--- src/rtl/digit_stabilizer.sv ---
// ============================================================================
// digit_stabilizer : locks a classifier digit after N consecutive matches. Rev 1.0
// ============================================================================
`default_nettype none

module digit_stabilizer #(
   parameter int CHG_W = 8
) (
   input  logic             clk,
   input  logic             rst_n,
   input  logic             ena,
   input  logic [3:0]       pred_in,
   input  logic             pred_valid,
   input  logic [2:0]       cfg_thresh,
   output logic [3:0]       digit_out,
   output logic             digit_valid,
   output logic [6:0]       seg_out,
   output logic             change_pulse,
   output logic [CHG_W-1:0] change_count
);

   typedef enum logic [1:0] {
      S_IDLE   = 2'd0,
      S_TRACK  = 2'd1,
      S_LOCKED = 2'd2
   } state_t;

   state_t     state;
   logic [3:0] cand;
   logic [3:0] run;

   logic       accept;
   logic       legal;
   logic       match;
   logic       lock;
   logic [3:0] need;
   logic [3:0] run_inc;

   always_comb begin
      accept  = ena & pred_valid;
      legal   = (pred_in <= 4'd9);
      need    = (cfg_thresh == 3'd0) ? 4'd8 : {1'b0, cfg_thresh};
      run_inc = (run >= 4'd8) ? 4'd8 : run + 4'd1;
      match   = (state != S_IDLE) && (pred_in == cand);
      // A match while already LOCKED never relocks; a fresh run locks only when N is 1.
      lock    = 1'b0;
      if (accept && legal) begin
         if (match)
            lock = (state == S_TRACK) && (run_inc >= need);
         else
            lock = (need == 4'd1);
      end
   end

   always_ff @(posedge clk or negedge rst_n) begin
      if (!rst_n) begin
         state        <= S_IDLE;
         cand         <= 4'd0;
         run          <= 4'd0;
         digit_out    <= 4'd0;
         digit_valid  <= 1'b0;
         change_pulse <= 1'b0;
         change_count <= '0;
      end else begin
         change_pulse <= 1'b0;
         if (accept) begin
            if (!legal) begin
               state <= S_IDLE;
               run   <= 4'd0;
            end else if (match) begin
               run <= run_inc;
            end else begin
               cand  <= pred_in;
               run   <= 4'd1;
               state <= S_TRACK;
            end

            if (lock) begin
               state       <= S_LOCKED;
               digit_out   <= pred_in;
               digit_valid <= 1'b1;
               if (!digit_valid || (pred_in != digit_out)) begin
                  change_pulse <= 1'b1;
                  change_count <= change_count + {{(CHG_W-1){1'b0}}, 1'b1};
               end
            end
         end
      end
   end

   always_comb begin
      seg_out = 7'h00;
      if (digit_valid) begin
         case (digit_out)
            4'd0:    seg_out = 7'h3F;
            4'd1:    seg_out = 7'h06;
            4'd2:    seg_out = 7'h5B;
            4'd3:    seg_out = 7'h4F;
            4'd4:    seg_out = 7'h66;
            4'd5:    seg_out = 7'h6D;
            4'd6:    seg_out = 7'h7D;
            4'd7:    seg_out = 7'h07;
            4'd8:    seg_out = 7'h7F;
            4'd9:    seg_out = 7'h6F;
            default: seg_out = 7'h00;
         endcase
      end
   end

endmodule

`default_nettype wire

--- config.mk ---
export PLATFORM = sky130hd
export DESIGN_NAME = digit_stabilizer
export DESIGN_NICKNAME = d
export VERILOG_FILES = /design/src/rtl/digit_stabilizer.sv
export SDC_FILE = /design/constraint.sdc
export NUM_CORES = 1
export LEC_CHECK = 0
export CORE_MARGIN = 2
export CORE_UTILIZATION = 35
export CTS_CLUSTER_SIZE = 40
export DETAILED_ROUTE_END_ITERATION = 6
export GPL_TIMING_DRIVEN = 1
export SLEW_MARGIN = 20
export SYNTH_ARGS = -nofsm -noshare
export SYNTH_HDL_FRONTEND = slang
export SYNTH_SLANG_ARGS = --single-unit
--- constraint.sdc ---
create_clock -name clk -period 5.1 [get_ports clk]
set_input_delay 0.51 -clock clk [delete_from_list [all_inputs] [get_ports clk]]
set_output_delay 0.51 -clock clk [all_outputs]
set_load 0.05 [all_outputs]
==> results.txt, run 1 <==
Worst path slowest cell -> clkdlybuf4s50_1
DIE WIDTH -> 70.5 um
Setup Skew -> 1.43 ps
Mapped Cells -> 152
GRT Resource Usage Total -> 13.6%
Nets -> 207
Worst path bufs/invs -> 2
RSZ-0062 raised after global routing -> false
Critical path launch point type -> flop
Worst Path Max Fanout -> 9
Largest net degree at the start of global routing -> 25
Final worst-path cycle share -> 57.9%
Initial antenna violation count -> 0
Initial cell density of the core -> 36.0%
Setup slack at placement -> 2050 ps
Drt initial violations -> 35
DRC Markers -> 0
Gr ovfl total -> 0
Top Ports -> 32
Synth Area per Inst -> 10.2 um^2
Area of the die -> 4970 um^2
DR WL/cell -> 13.9 um
Distinct cells, synth -> 38
Peak supply drop -> 0.000142 V
Cells after DPL -> 230
Clock-pin slew on the worst setup and hold paths -> 90 ps
Proportion of layout cells with a drive suffix above 1 -> 12.1%
First-pass GRT wire length -> 5490 um
FILL cells -> 405
Post-synth EDFFs -> 0
Mapped cell area -> 1550 um^2
Static leakage power -> 0.864 nW
Overall routed net length -> 3260 um
Sequential fraction of the synthesis area -> 38.8%
Max Clk Rate -> 0.339 GHz
Slew Limit Fails -> 0
Hold Path Class -> input port to async pin
Synthesized flop and latch total -> 24
Cells along the critical path -> inv_1 > ha_1 > or2_2 > a21boi_0 > clkdlybuf4s50_1
PortBufs -> 31
Post-route ant nets -> 0
CP max stage delay -> 830 ps
CTS tree -> built
Final setup fails -> 0
Syn_nets -> 176
Vias in the first global route -> 1197
Vias/cell -> 5.01
Vias -> 1173
Die height -> 70.5 um
H-tree depth -> 1
Top cells by area, synth -> dfrtp_1, ha_1, xor2_1, mux2_2, nand2_1
Final non-filler cell total -> 234
Std cell rows -> 24
Yosys top cell area share -> 38.8%
Tmin final -> 2950 ps
Final core occ -> 45.5%
Worst EP arrival -> 2440 ps
Yosys top cell by area -> dfrtp_1
Hold_buf cts -> 0
Multi-input logic area -> 876 um^2
Slew HR -> 51.8%
Asr flop ratio synth -> 100%
Area growth, synth to finish -> 26.2%
Detailed Place HPWL -> 2480 um
Core Footprint -> 4290 um^2
GPL Wtd Cong -> 0.810
CP top delay family -> buffers and inverters
Clock buffer depth -> 2
Ys Warns -> 0
MaxCap Viol Count -> 0
CP Capture Type -> output pin
Cell at the root of the clock tree -> clkbuf_8
FF/Latch Area -> 601 um^2
Clk sinks -> 24
TritonCTS Buffers -> 3
Post-CTS Resized -> 0
Diode count -> 0
Slew @ Worst Pin -> 721 ps
Setup WS post-layout -> 2150 ps
Ys flop type -> dfrtp_1
Outcome -> finished clean
Post-CTS setup buffers -> 0
Crit Path Class -> flop to output pin
Required @ worst endpoint -> 4590 ps
Setup TNS -> 0 ps
Worst skew pair latency -> 270 ps
Endpoints failing hold -> 0
Drt first pass iters -> 4
P per Cell Area -> 464 nW/um^2
==> synthesized netlist by cell type, drive strengths merged (2+ instances only) <==
| library cell | n |
|---|---|
| a211oi | 2 |
| a21boi | 2 |
| a21oi | 7 |
| a31o | 2 |
| and2 | 3 |
| clkbuf | 4 |
| dfrtp | 24 |
| ha | 13 |
| inv | 9 |
| mux2 | 9 |
| nand2 | 14 |
| nand2b | 6 |
| nand3 | 4 |
| nor2 | 6 |
| nor2b | 2 |
| nor3 | 2 |
| nor3b | 2 |
| nor4 | 4 |
| o21a | 3 |
| o21ai | 5 |
| o22ai | 3 |
| or2 | 3 |
| xnor2 | 3 |
| xor2 | 13 |
==> routing by layer <==
metal / up-vias / track usage, % / routed length, um
met5: - / 0 / 0
met4: 0 / 4.91 / 48
met3: 6 / 2.31 / 92
met2: 18 / 23.9 / 1600
met1: 574 / 16.7 / 1510
li1: 575 / - / -
==> cell type report <==
type                            instances  share of cell area [%]
Clock buffer                            3                    2.12
Clock inverter                          1                    1.54
Sequential cell                        24                    30.8
Inverter                                9                    1.73
Multi-Input combinational cell        114                    44.9
Timing Repair Buffer                   31                    15.6
Tap cell                               52                    3.33
==> through the flow <==
stage / area [um^2] / hold slack [ps] / power (mW)
global route: 1950 / 257 / 0.955
global placement: 1890 / 464 / 0.731
finish: 1950 / 223 / 0.906
floorplan: 1550 / 214 / 0.596
CTS: 1960 / 471 / 0.916
detailed placement: 1890 / 459 / 0.746
==> power breakdown <==
part / switching [mW] / internal, mW
clock network: 0.0626 / 0.105
registers: 0.0526 / 0.220
logic: 0.292 / 0.174
==> logic make-up after synthesis <==
family                     synth area share [%]
xor gates and xnor gates                   9.06
DFF                                        38.8
and+or+nand+nor                            18.8
muxes                                      6.80
buffers and inverters                      4.53
adders and majority gates                  10.5
AOI/OAI and AO/OA                          11.5
==> cell usage in the layout, fill, tap and decap left out <==
cell type        Yosys  final
clkdlybuf4s50_1      0     30
dfrtp_1             24     24
nand2_1             13     13
xor2_1              13     13
ha_1                13     13
inv_1                9      9
a21oi_1              7      7
nand2b_1             6      6
mux2_2               6      6
nor2_1               5      5
o21ai_0              4      4
nand3_1              4      4
xnor2_1              3      3
or2_2                3      3
o21a_1               3      3
o22ai_1              3      3
and2_1               3      3
clkbuf_8             1      3
a31o_2               2      2
nor2b_1              2      2
a21boi_0             2      2
nor4_4               2      2
a211oi_1             2      2
nor3b_1              2      2
nor4_1               2      2
mux2_1               2      2
nor3_1               2      2
or3_1                1      1
nand3b_1             1      1
o21bai_1             1      1
o21ai_1              1      1
nand2_2              1      1
a31oi_2              1      1
nor2_2               1      1
a41oi_1              1      1
nor4b_1              1      1
mux2_4               1      1
bufinv_16            0      1
buf_2                0      1
==> flip-flops by register name, indices dropped and copies added, names as in the netlist <==
name	cells
change_pulse	1
digit_valid	1
state	2
cand	4
digit_out	4
change_count	8
run	4
==> worst paths after layout <==
kind / start / to / slack (ps) / cells past startpoint
worst min register to register: change_count[7]$_DFFE_PN0P_ / change_count[7]$_DFFE_PN0P_ / 470 / 1
worst max-delay path: digit_out[1]$_DFFE_PN0P_ / seg_out[0] / 2150 / 5
max in group asynchronous: rst_n / state[1]$_DFFE_PN0P_ / 4510 / 1
worst min-delay path: rst_n / change_count[3]$_DFFE_PN0P_ / 220 / 1
worst max register to register: run[0]$_DFFE_PN0P_ / change_count[1]$_DFFE_PN0P_ / 2330 / 9
min in group clk: change_count[7]$_DFFE_PN0P_ / change_count[7]$_DFFE_PN0P_ / 470 / 1
Power figures use the tool's default switching activity.
==> run 2, diff against run 1 <==
==> constraint.sdc (replaced) <==
create_clock -name clk -period 2.5 [get_ports clk]
set_input_delay 0.25 -clock clk [delete_from_list [all_inputs] [get_ports clk]]
set_output_delay 0.25 -clock clk [all_outputs]
set_load 0.05 [all_outputs]
==> results.txt, run 2 (synthesis gave the netlist of run 1 again) <==
Static leakage power -> 0.925 nW (was 0.864 nW)
Overall routed net length -> 3180 um (was 3260 um)
Initial cell density of the core -> 36.0% (unchanged)
Final setup fails -> 0 (unchanged)
Clock-pin slew on the worst setup and hold paths -> 90 ps (about the same)
Overall Power -> 1.77 mW (was 0.906 mW)
Most frequent cells in the layout -> clkdlybuf4s50_1, dfrtp_1, buf_4 (was clkdlybuf4s50_1, dfrtp_1, nand2_1, xor2_1, ha_1)
DRC Markers -> 0 (unchanged)
CP Capture Type -> flop (was output pin)
Gr ovfl total -> 0 (unchanged)
MaxCap Viol Count -> 0 (unchanged)
GPL Wtd Cong -> 0.806 (was 0.810)
DIE WIDTH -> 70.5 um (unchanged)
Required @ worst endpoint -> 2650 ps (was 4590 ps)
Nets -> 217 (was 207)
Clock buffer depth -> 2 (unchanged)
Detailed Place HPWL -> 2500 um (was 2480 um)
First-pass GRT wire length -> 5790 um (was 5490 um)
Area growth, synth to finish -> 29.7% (was 26.2%)
Largest net degree at the start of global routing -> 25 (unchanged)
Max Clk Rate -> 0.418 GHz
Die height -> 70.5 um (unchanged)
Worst Reg-to-Reg Cells -> 10 (was 9)
Worst path slowest cell -> dfrtp_1 (was clkdlybuf4s50_1)
Vias in the first global route -> 1310 (was 1197)
Top Ports -> 32 (unchanged)
Cells along the critical path -> inv_1 > ha_1 > nor2b_1 > ha_1 > a211oi_1 > o21bai_1 > a31oi_2 > buf_4 > nor2_2 > mux2_4 (was inv_1 > ha_1 > or2_2 > a21boi_0 > clkdlybuf4s50_1)
Final core occ -> 46.7% (was 45.5%)
Switching share of power -> 46.5% (was 44.9%)
Vias/cell -> 4.87 (was 5.01)
Diode count -> 0 (unchanged)
Worst EP arrival -> 2540 ps (was 2440 ps)
Post-route ant nets -> 0 (unchanged)
Drt first pass iters -> 2 (was 4)
Max reg flops -> 8 (unchanged)
Slew Limit Fails -> 0 (unchanged)
Initial antenna violation count -> 0 (unchanged)
Std cell rows -> 24 (unchanged)
Internal reg-to-reg setup slack -> 110 ps (was 2330 ps)
Most flops, register -> change_count (unchanged)
FF/Latch Area -> 601 um^2 (unchanged)
Proportion of layout cells with a drive suffix above 1 -> 18.8% (was 12.1%)
R2r endpoint -> change_count[1]$_DFFE_PN0P_ (unchanged)
H-tree depth -> 1 (unchanged)
CTS tree -> built (unchanged)
Drt initial violations -> 31 (was 35)
Slew HR -> 66.2% (was 51.8%)
Slew @ Worst Pin -> 505 ps (was 721 ps)
Logic gate share of total power -> 54.1% (was 51.4%)
Cell at the root of the clock tree -> clkbuf_8 (unchanged)
Setup Skew -> 5.64 ps (was 1.43 ps)
WHS -> 342 ps (was 223 ps)
Reg power frac -> 31.1% (was 30.1%)
GRT Resource Usage Total -> 14.2% (was 13.6%)
Multi-input logic area -> 876 um^2 (unchanged)
CP max stage delay -> 400 ps (was 830 ps)
Vias -> 1189 (was 1173)
DR WL/cell -> 13.0 um (was 13.9 um)
Area of the die -> 4970 um^2 (unchanged)
Clock power share -> 14.8% (was 18.5%)
Worst Path Max Fanout -> 9 (unchanged)
Peak supply drop -> 0.000528 V (was 0.000142 V)
RSZ-0062 raised after global routing -> true (was false)
Int Power -> 0.947 mW (was 0.499 mW)
Hold_buf cts -> 0 (unchanged)
Commonest non-fill, non-tap cell in the layout -> clkdlybuf4s50_1 (unchanged)
Core Footprint -> 4290 um^2 (unchanged)
CP most frequent cell -> ha_1
Crit Path Class -> flop to flop (was flop to output pin)
PortBufs -> 31 (unchanged)
Hold Path Class -> input port to async pin (unchanged)
Critical path launch point type -> flop (unchanged)
Final worst-path cycle share -> 95.6%
TritonCTS Buffers -> 3 (unchanged)
Outcome -> finished clean (unchanged)
FILL cells -> 413 (was 405)
Clk sinks -> 24 (unchanged)
Tmin final -> 2390 ps
R2r startpoint -> run[1]$_DFFE_PN0P_ (was run[0]$_DFFE_PN0P_)
Net Switching -> 0.822 mW (was 0.407 mW)
Worst skew pair latency -> 260 ps (was 270 ps)
Endpoints failing hold -> 0 (unchanged)
P per Cell Area -> 882 nW/um^2 (was 464 nW/um^2)
[run 2: through the flow]
step	instances	instance area, um^2	setup slack, ps	setup TNS [ps]
3_5_place_dp	239	1940	-39.2	-100
6_report	244	2010	109	0
4_1_cts	243	2000	50.8	0
5_1_grt	244	2010	-62.6	-124
3_3_place_gp	239	1940	45.3	0
2_1_floorplan	152	1550	74.8	0
[run 2: worst max path at each step]
stage,depth (start not counted),end,from,slack [ps]
after floorplan,4,seg_out[0],digit_out[1]$_DFFE_PN0P_,70
after global placement,9,change_count[1]$_DFFE_PN0P_,cfg_thresh[0],50
after detailed placement,9,change_count[7]$_DFFE_PN0P_,cfg_thresh[0],-40
after CTS,10,change_count[1]$_DFFE_PN0P_,run[0]$_DFFE_PN0P_,50
after global routing,10,change_count[1]$_DFFE_PN0P_,run[0]$_DFFE_PN0P_,-60
final,10,change_count[1]$_DFFE_PN0P_,run[1]$_DFFE_PN0P_,110
[run 2: power groups by stage]
stage	Clock (mW)	Combinational, mW	Sequential, mW
2_1_floorplan	0	0.544	0.674
3_3_place_gp	0	0.944	0.554
3_5_place_dp	0	0.963	0.558
4_1_cts	0.273	0.965	0.552
5_1_grt	0.283	1.03	0.567
6_report	0.262	0.957	0.549
[run 2: layer usage]
metal  GRT usage (%)  part of all wire (%)  vias to the layer above
met2            27.5                    52                       16
li1                -                     -                      599
met4            3.42                  0.72                        0
met3            1.73                   2.7                        2
met5               0                     0                        -
met1            16.4                    45                      572
[run 2: worst max-delay path, delay by kind of cell, from the launching register on]
family	cells	cell delay, ps
flip-flops	1	400
adder cells (fa/ha/maj)	2	520
multiplexers	1	310
AND/OR/NAND/NOR	2	270
AO/OA/AOI/OAI	3	510
buffers and inverters	2	260
[run 2: repair_timing]
item                       4_1_cts  5_1_grt
setup endpoints to repair        0        6
setup buffers                    0        1
resized for setup                0        1
[run 2: cell type report]
class,count,area share (%)
inverters,9,1.68
clock buffers,4,2.74
multi-input cells,114,43.7
flip-flops and latches,24,29.9
well taps,52,3.24
repair buffers,41,18.7
